$ cat src/rtl/rv_test_sequencer_pkg.sv
// Shared definitions for the CPU test-harness sequencer.
// Also holds the tohost address used by data-memory decode and benches.
package rv_test_sequencer_pkg;

    typedef enum logic [1:0] {
        RST_HOLD = 2'd0,
        RUN      = 2'd1,
        DONE     = 2'd2
    } seq_state_e;

    localparam logic [31:0] TOHOST_PASS         = 32'd1;
    localparam logic [31:0] DEFAULT_TOHOST_ADDR = 32'h0000_1000;

endpackage

$ cat src/rtl/rv_test_sequencer_sat_counter.sv
// Up-counter with synchronous clear that sticks at all-ones.
// Clear has priority over increment.
module sat_counter
    import rv_test_sequencer_pkg::*;
#(
    parameter int W = 8
) (
    input  logic         clk_i,
    input  logic         rst_i,
    input  logic         clr_i,
    input  logic         inc_i,
    output logic [W-1:0] q_o
);

    logic [W-1:0] q_q;
    logic [W-1:0] q_d;

    always_comb begin
        q_d = q_q;
        if (clr_i) begin
            q_d = '0;
        end else if (inc_i && (q_q != '1)) begin
            q_d = q_q + W'(1);
        end
    end

    always_ff @(posedge clk_i) begin
        if (rst_i) begin
            q_q <= '0;
        end else begin
            q_q <= q_d;
        end
    end

    assign q_o = q_q;

endmodule

$ cat src/rtl/rv_test_sequencer.sv
// Test-harness controller: CPU reset sequencing over run phases,
// tohost pass/fail detection, cycle/retire counting and timeout.
module rv_test_sequencer
    import rv_test_sequencer_pkg::*;
#(
    parameter int NUM_PHASES   = 2,
    parameter int RESET_CYCLES = 2,
    parameter int PHASE_CYCLES = 20,
    parameter int ADDR_W       = 32,
    parameter int DATA_W       = 32,
    parameter int CNT_W        = 32,
    parameter logic [ADDR_W-1:0] TOHOST_ADDR = ADDR_W'(DEFAULT_TOHOST_ADDR)
) (
    input  logic                        CLK,
    input  logic                        RST,
    input  logic                        mem_write,
    input  logic [ADDR_W-1:0]           mem_addr,
    input  logic [DATA_W-1:0]           mem_wdata,
    input  logic                        wb_valid,
    output logic                        cpu_rst,
    output logic [$clog2(NUM_PHASES):0] phase,
    output logic [CNT_W-1:0]            cycle_cnt,
    output logic [CNT_W-1:0]            retire_cnt,
    output logic                        done,
    output logic                        pass,
    output logic                        fail,
    output logic                        timeout,
    output logic [DATA_W-2:0]           fail_code
);

    localparam int PH_W  = $clog2(NUM_PHASES) + 1;
    localparam int RUN_W = $clog2(PHASE_CYCLES + 1);
    localparam int RST_W = $clog2(RESET_CYCLES + 1);

    localparam logic [PH_W-1:0]  LAST_PHASE = PH_W'(NUM_PHASES - 1);
    localparam logic [RUN_W-1:0] RUN_LAST   = RUN_W'(PHASE_CYCLES - 1);
    localparam logic [RST_W-1:0] RST_LAST   = RST_W'(RESET_CYCLES - 1);

    seq_state_e        state_q, state_d;
    logic              cpu_rst_q, cpu_rst_d;
    logic [PH_W-1:0]   phase_q, phase_d;
    logic              done_q, done_d;
    logic              pass_q, pass_d;
    logic              fail_q, fail_d;
    logic              timeout_q, timeout_d;
    logic [DATA_W-2:0] fail_code_q, fail_code_d;

    logic [RUN_W-1:0]  run_cnt;
    logic [RST_W-1:0]  rst_cnt;
    logic              in_run;
    logic              in_hold;
    logic              tohost_hit;
    logic              tohost_pass;
    logic              phase_rst;
    logic              hold_end;

    assign in_run  = (state_q == RUN);
    assign in_hold = (state_q == RST_HOLD);

    // Even values (including zero) written to tohost carry no verdict.
    assign tohost_hit  = mem_write && (mem_addr == TOHOST_ADDR)
                         && mem_wdata[0];
    assign tohost_pass = (mem_wdata == DATA_W'(TOHOST_PASS));

    assign phase_rst = in_run && (state_d == RST_HOLD);
    assign hold_end  = in_hold && (state_d == RUN);

    always_comb begin
        state_d     = state_q;
        phase_d     = phase_q;
        done_d      = done_q;
        pass_d      = pass_q;
        fail_d      = fail_q;
        timeout_d   = timeout_q;
        fail_code_d = fail_code_q;
        unique case (state_q)
            RST_HOLD: begin
                if (rst_cnt == RST_LAST) begin
                    state_d = RUN;
                end
            end
            RUN: begin
                if (tohost_hit) begin
                    state_d = DONE;
                    done_d  = 1'b1;
                    if (tohost_pass) begin
                        pass_d = 1'b1;
                    end else begin
                        fail_d      = 1'b1;
                        fail_code_d = mem_wdata[DATA_W-1:1];
                    end
                end else if (run_cnt == RUN_LAST) begin
                    if (phase_q < LAST_PHASE) begin
                        phase_d = phase_q + PH_W'(1);
                        state_d = RST_HOLD;
                    end else begin
                        timeout_d = 1'b1;
                        done_d    = 1'b1;
                        state_d   = DONE;
                    end
                end
            end
            DONE: begin
                state_d = DONE;
            end
            default: begin
                state_d = RST_HOLD;
            end
        endcase
        cpu_rst_d = (state_d != RUN);
    end

    always_ff @(posedge CLK) begin
        if (RST) begin
            state_q     <= RST_HOLD;
            cpu_rst_q   <= 1'b1;
            phase_q     <= '0;
            done_q      <= 1'b0;
            pass_q      <= 1'b0;
            fail_q      <= 1'b0;
            timeout_q   <= 1'b0;
            fail_code_q <= '0;
        end else begin
            state_q     <= state_d;
            cpu_rst_q   <= cpu_rst_d;
            phase_q     <= phase_d;
            done_q      <= done_d;
            pass_q      <= pass_d;
            fail_q      <= fail_d;
            timeout_q   <= timeout_d;
            fail_code_q <= fail_code_d;
        end
    end

    sat_counter #(.W(CNT_W)) u_cycle_cnt (
        .clk_i (CLK),
        .rst_i (RST),
        .clr_i (1'b0),
        .inc_i (in_run),
        .q_o   (cycle_cnt)
    );

    sat_counter #(.W(CNT_W)) u_retire_cnt (
        .clk_i (CLK),
        .rst_i (RST),
        .clr_i (phase_rst),
        .inc_i (in_run && wb_valid),
        .q_o   (retire_cnt)
    );

    // Sized to reach PHASE_CYCLES, independent of CNT_W.
    sat_counter #(.W(RUN_W)) u_run_cnt (
        .clk_i (CLK),
        .rst_i (RST),
        .clr_i (phase_rst),
        .inc_i (in_run),
        .q_o   (run_cnt)
    );

    sat_counter #(.W(RST_W)) u_rst_cnt (
        .clk_i (CLK),
        .rst_i (RST),
        .clr_i (hold_end),
        .inc_i (in_hold),
        .q_o   (rst_cnt)
    );

    assign cpu_rst   = cpu_rst_q;
    assign phase     = phase_q;
    assign done      = done_q;
    assign pass      = pass_q;
    assign fail      = fail_q;
    assign timeout   = timeout_q;
    assign fail_code = fail_code_q;

endmodule

$ cat config.mk
export PLATFORM = sky130hd
export DESIGN_NAME = rv_test_sequencer
export DESIGN_NICKNAME = d
export VERILOG_FILES = /design/src/rtl/rv_test_sequencer_pkg.sv /design/src/rtl/rv_test_sequencer_sat_counter.sv /design/src/rtl/rv_test_sequencer.sv
export SDC_FILE = /design/constraint.sdc
export NUM_CORES = 1
export LEC_CHECK = 0
export CAP_MARGIN = 20
export CORE_MARGIN = 1
export CORE_UTILIZATION = 47
export DETAILED_ROUTE_END_ITERATION = 8
export PLACE_DENSITY_LB_ADDON = 0.15
export SLEW_MARGIN = 20
export SYNTH_ARGS = -nofsm -noshare
export SYNTH_HDL_FRONTEND = slang
export SYNTH_HIERARCHICAL = 1
export SYNTH_SLANG_ARGS = --single-unit
$ cat constraint.sdc
create_clock -name CLK -period 3.2 [get_ports CLK]
set_input_delay 0.8 -clock CLK [delete_from_list [all_inputs] [get_ports CLK]]
set_output_delay 0.8 -clock CLK [all_outputs]
set_load 0.05 [all_outputs]
==> results of run 1 <==
[worst paths after layout]
check        depth (start not counted)              endpoint
max                                  7  u_retire_cnt/q_o[28]
min                                  2                  done
max reg2reg                          7   u_cycle_cnt/q_o[26]
min reg2reg                          2                  done
[metrics by stage]
step | worst slack [ps] | cell area (µm²) | total power [mW] | std cells | utilization [%]
2_1_floorplan | 546.5 | 5584 | 1.709 | 635 | -
3_3_place_gp | 169.3 | 7386 | 1.874 | 931 | 64.14
3_5_place_dp | 60.29 | 7386 | 1.889 | 931 | 64.14
4_1_cts | 438.5 | 7699 | 3.087 | 946 | 66.85
5_1_grt | 193.1 | 7699 | 3.176 | 946 | 66.85
6_report | 422.3 | 7699 | 3.057 | 946 | 66.85
[per-layer routing]
layer | part of all wire [%] | global-route usage (%) | wire [µm]
met4 | 2.0 | 10.32 | 287
met2 | 49 | 42.10 | 7168
met5 | 0 | 0 | 0
met1 | 44 | 27.54 | 6440
met3 | 4.4 | 4.265 | 646
[sequential cells by signal (all words and copies together) (netlist names)]
| register | flops |
|---|---|
| fail | 1 |
| u_retire_cnt/q_o | 32 |
| pass | 1 |
| done | 1 |
| cpu_rst | 1 |
| timeout | 1 |
| u_cycle_cnt/q_o | 32 |
| fail_code | 31 |
| u_run_cnt/q_o | 5 |
| state_q | 2 |
| u_rst_cnt/q_o | 2 |
| phase | 2 |
[power groups by stage]
stage	Clock [mW]	Sequential (mW)	Combinational, mW
after floorplan	0	1.50	0.207
after global placement	0	1.47	0.402
after detailed placement	0	1.48	0.414
after CTS	1.23	1.44	0.417
after global routing	1.28	1.45	0.448
final	1.20	1.44	0.415
[area by class of cell]
class / count / area (µm²) / area share [%]
multi-input cells: 482 / 3144 / 40.84
flip-flops and latches: 111 / 2222 / 28.86
repair buffers: 184 / 1799 / 23.37
well taps: 143 / 178.9 / 2.324
clock buffers: 11 / 242.7 / 3.153
clock inverters: 4 / 70.07 / 0.9101
inverters: 11 / 41.29 / 0.5363
[critical path, stage by stage]
cell and delay, ps:
clkdlybuf4s50_1 410, nor4_1 300, nand3_1 180, o31a_1 330, or2_2 410, or4b_1 550, nand2_1 80
[kinds of logic (layout without fill, tap and decap cells)]
kind of cell	Yosys count	after routing	share of synthesized area (%)
other cells	1	2	0.06720
xor+xnor	18	18	2.825
flops	111	111	39.82
simple gates	303	303	32.29
buf+inv	42	210	4.014
mux	33	33	5.919
compound gates	120	120	13.72
fa+ha+maj	6	6	1.345
[synth_stat cells, types with 6 or more instances]
master / n
dfxtp_1: 111
nand2b_1: 63
nand2_1: 46
nor2_1: 42
a21oi_1: 35
mux2i_1: 33
or3_1: 31
nand3_1: 26
o21ai_0: 24
clkbuf_1: 19
nand4_1: 19
nor4_1: 19
xnor2_1: 13
a31oi_1: 11
inv_1: 11
o21ai_1: 10
nor3_1: 9
buf_2: 8
or4_1: 8
a41o_1: 6
ha_1: 6
o211ai_1: 6
o31ai_1: 6
==> flow_summary.json, run 1 <==
{
  "fmax_mhz": 360.0,
  "powerDensity_nw_per_um2": 397.1,
  "slew_headroom_pct": 49.15,
  "dr.first_iter.drc_count": 360,
  "dieArea_um2": 12310,
  "drt_pass1_iterations": 6,
  "setup_viol": 0,
  "synth_edf_count": 0,
  "rsz0062_at_grt": "no",
  "vias_per_cell": 5.664,
  "clock_skew_ps": 6.937,
  "p_leak_nw": 2.489,
  "grt.total_usage_pct": 23.60,
  "wl_per_cell_um": 15.37,
  "min_from": "done",
  "rr_startpoint": "state_q[0]",
  "area_delta_synth_final_pct": 37.96,
  "hpwl_um": 10610,
  "globalRouteOverflowTotal": 0,
  "p_seq_share_pct": 47.2,
  "postCtsSetupRepairBufs": 0,
  "gp_congestion": 0.8088,
  "tightest_slew_ps": 756.9,
  "grt_pass1_vias": 5079,
  "slew_viol_final": 0,
  "cts.root.buffer_cell": "clkbuf_16",
  "start_util_pct": 48.46,
  "fillers": 940,
  "critPathLaunch": "mem_addr[19]",
  "cts_resized": 0,
  "fin_nets": 873,
  "power_frac_clock_pct": 39.2,
  "synth_top_area_cell": "dfxtp_1",
  "hold_class": "flop to flop",
  "clkTransAtPathRegs_ps": 70,
  "synth_area_leaders": "dfxtp_1, nand2b_1, mux2i_1",
  "holdWs_ps": 465.8,
  "final-hold-violation-count": 0,
  "cap_violations": 0,
  "portBuffers": 169,
  "hold_buffers": 0,
  "via_count": 5358,
  "numCtsBuffers": 9,
  "die_h_um": 111.0,
  "std_cell_rows": 39,
  "synth.avg_cell_area_um2": 8.802,
  "p_int_mw": 2.320,
  "synthesis.area_um2": 5580,
  "final_common_cell": "clkdlybuf4s50_1",
  "crit_required_ps": 3490,
  "synth_seq_area_share_pct": 39.82,
  "ir_drop_mv": 0.2510,
  "drive_gt1_share_pct": 6.974,
  "violations": "design-rule violations",
  "p_switching_mw": 0.7373,
  "diodes": 0,
  "grt_pass1_wl_um": 23760,
  "syn_inst": 634,
  "critPathLaunchType": "input port",
  "wl_um": 14540,
  "sw_frac_of_total_pct": 24.12,
  "worst_skew_pair.late_latency_ps": 350,
  "yosys_warnings": 6,
  "power_frac_comb_pct": 13.6,
  "cts_tree": "built",
  "clock-sinks": 111,
  "ys_types": 55,
  "ys_ff_latch": 111,
  "fin_crit_sh_pct": 86.80,
  "end_kind": "flop",
  "crit_fanout": 11,
  "ant_nets": 0,
  "max-clock-path-buffers": 2,
  "cts-htree-levels": 3,
  "drc_errors": 19,
  "fin_crit_ps": 2778,
  "core_um2": 11520,
  "synth.top_cell.area_share_pct": 39.82,
  "status": "finished with violations",
  "ys.flop_type": "dfxtp_1",
  "worstPathArrival_ps": 3070,
  "io_pins": 170,
  "die_w_um": 111.0,
  "grt_max_degree": 48,
  "ys_async_sr_fraction_pct": 0,
  "final_cell_mix": "clkdlybuf4s50_1, dfxtp_1, nand2b_1",
  "critPathKind": "input port to flop",
  "antenna_found_initial": 0,
  "r2r_slack_ps": 790,
  "fin_tns_setup_ps": 0
}
No activity file was read; power rests on OpenSTA's default activity.
==> run 2: changes to the inputs <==
CORE_UTILIZATION = 43   (was 47)
REMOVE_ABC_BUFFERS = 1   (was unset)
clock period = 2.5 ns   (was 3.2 ns; I/O delays follow)
==> flow_summary.json, run 2 (same netlist as run 1, synthesis figures left out) <==
{
  "status": "completed",
  "slew_viol_final": 0,
  "cp_cell_sequence": "clkdlybuf4s50_1 -> nor4_2 -> nand4_1 -> buf_4 -> or3_4 -> nor3b_4 -> buf_12 -> clkbuf_16 -> mux2i_1",
  "tightest_slew_ps": 796.8,
  "ant_nets": 0,
  "final_cell_mix": "clkdlybuf4s50_1, dfxtp_1, nand2b_1",
  "io_pins": 170,
  "grt_pass1_vias": 5269,
  "hold_buffers": 0,
  "antenna_found_initial": 1,
  "total_power_mw": 4.028,
  "dieArea_um2": 13440,
  "cts-htree-levels": 3,
  "grt.total_usage_pct": 23.07,
  "hold_class": "flop to flop",
  "cap_violations": 0,
  "clkTransAtPathRegs_ps": 70,
  "fin_crit_ps": 2492,
  "vias_per_cell": 5.466,
  "crit_required_ps": 2790,
  "cp.buffers_inverters": 4,
  "portBuffers": 169,
  "die_h_um": 115.9,
  "worstPathArrival_ps": 2780,
  "die_w_um": 115.9,
  "numCtsBuffers": 9,
  "drive_gt1_share_pct": 13.04,
  "start_util_pct": 44.22,
  "critPathLaunchType": "input port",
  "slew_headroom_pct": 46.13,
  "hpwl_um": 11410,
  "ir_drop_mv": 0.4733,
  "powerDensity_nw_per_um2": 488.6,
  "clock-sinks": 111,
  "end_kind": "flop",
  "grt_pass1_wl_um": 24670,
  "crit_fanout": 8,
  "final-hold-violation-count": 0,
  "critical-path-max-stage-delay_ps": 410,
  "cts_tree": "built",
  "via_count": 5597,
  "clock_skew_ps": 9.278,
  "max-clock-path-buffers": 2,
  "setup_viol": 0,
  "grt_max_degree": 72,
  "p_leak_nw": 2.850,
  "gp_congestion": 0.8253,
  "r2r_slack_ps": 160,
  "wl_um": 15500,
  "wl_per_cell_um": 15.14,
  "crit_family": "simple AND/OR/NAND/NOR gates",
  "fin_nets": 920,
  "area_delta_synth_final_pct": 47.74,
  "fin_crit_sh_pct": 99.67,
  "critPathKind": "input port to flop",
  "crit_slowest_cell": "clkdlybuf4s50_1",
  "dr.first_iter.drc_count": 476,
  "fmax_mhz": 401.3,
  "core_um2": 12620,
  "worst_skew_pair.late_latency_ps": 360,
  "cts.root.buffer_cell": "clkbuf_16",
  "drt_pass1_iterations": 5,
  "final_common_cell": "clkdlybuf4s50_1",
  "globalRouteOverflowTotal": 0,
  "std_cell_rows": 41,
  "fin_tns_setup_ps": 0,
  "drc_errors": 0
}
## run 2: stage by stage
step	std cells	instance area, µm²	utilization [%]	setup WS [ps]	hold slack [ps]
floorplan	604	5401	-	-1074	447.9
global placement	1002	7750	61.41	-317.5	439.4
detailed placement	1002	7750	61.41	-370.8	456.4
CTS	1018	8089	64.10	5.822	465.0
global route	1023	8242	65.31	-10.82	492.2
finish	1024	8244	65.33	8.184	461.3
## run 2: final cells by class
cell class / count / area, µm²
diodes: 1 / 2.502
clock buffers: 11 / 252.7
clock inverters: 5 / 86.33
fillers: 1078 / 4375
inverters: 11 / 41.29
multi-input cells: 482 / 3182
flip-flops and latches: 111 / 2223
well taps: 172 / 215.2
repair buffers: 231 / 2241
## run 2: final timing paths
kind,start,to,cells past startpoint
min reg2reg,done,done,2
max reg2reg,u_cycle_cnt/q_o[1],u_cycle_cnt/q_o[26],6
min,done,done,2
max,mem_addr[0],fail_code[8],9
## run 2: routing by layer
metal	share of wire, %	GRT usage, %	routed length (µm)
met1	41	26.55	6405
met2	50	40.44	7801
met3	6.4	7.008	987
met4	2.0	8.034	306
met5	0	0	0
## run 2: worst min-delay path, delay by kind of cell, from the launching register on
family / cells / cell delay [ps]
AOI/OAI and AO/OA: 1 / 50
DFF: 1 / 310
buffers and inverters: 1 / 50
## run 2: repair_timing
action / in CTS / in global routing
buffers inserted: 0 / 2
endpoints found under the setup margin: 0 / 41
hold endpoints to repair: 0 / 0
resized for setup: 0 / 18
## run 2: power breakdown
part	internal (mW)	switching [mW]	total, mW
Combinational	0.278	0.281	0.559
Sequential	1.81	0.0333	1.84
Clock	0.943	0.685	1.63
Total	3.03	0.999	4.03
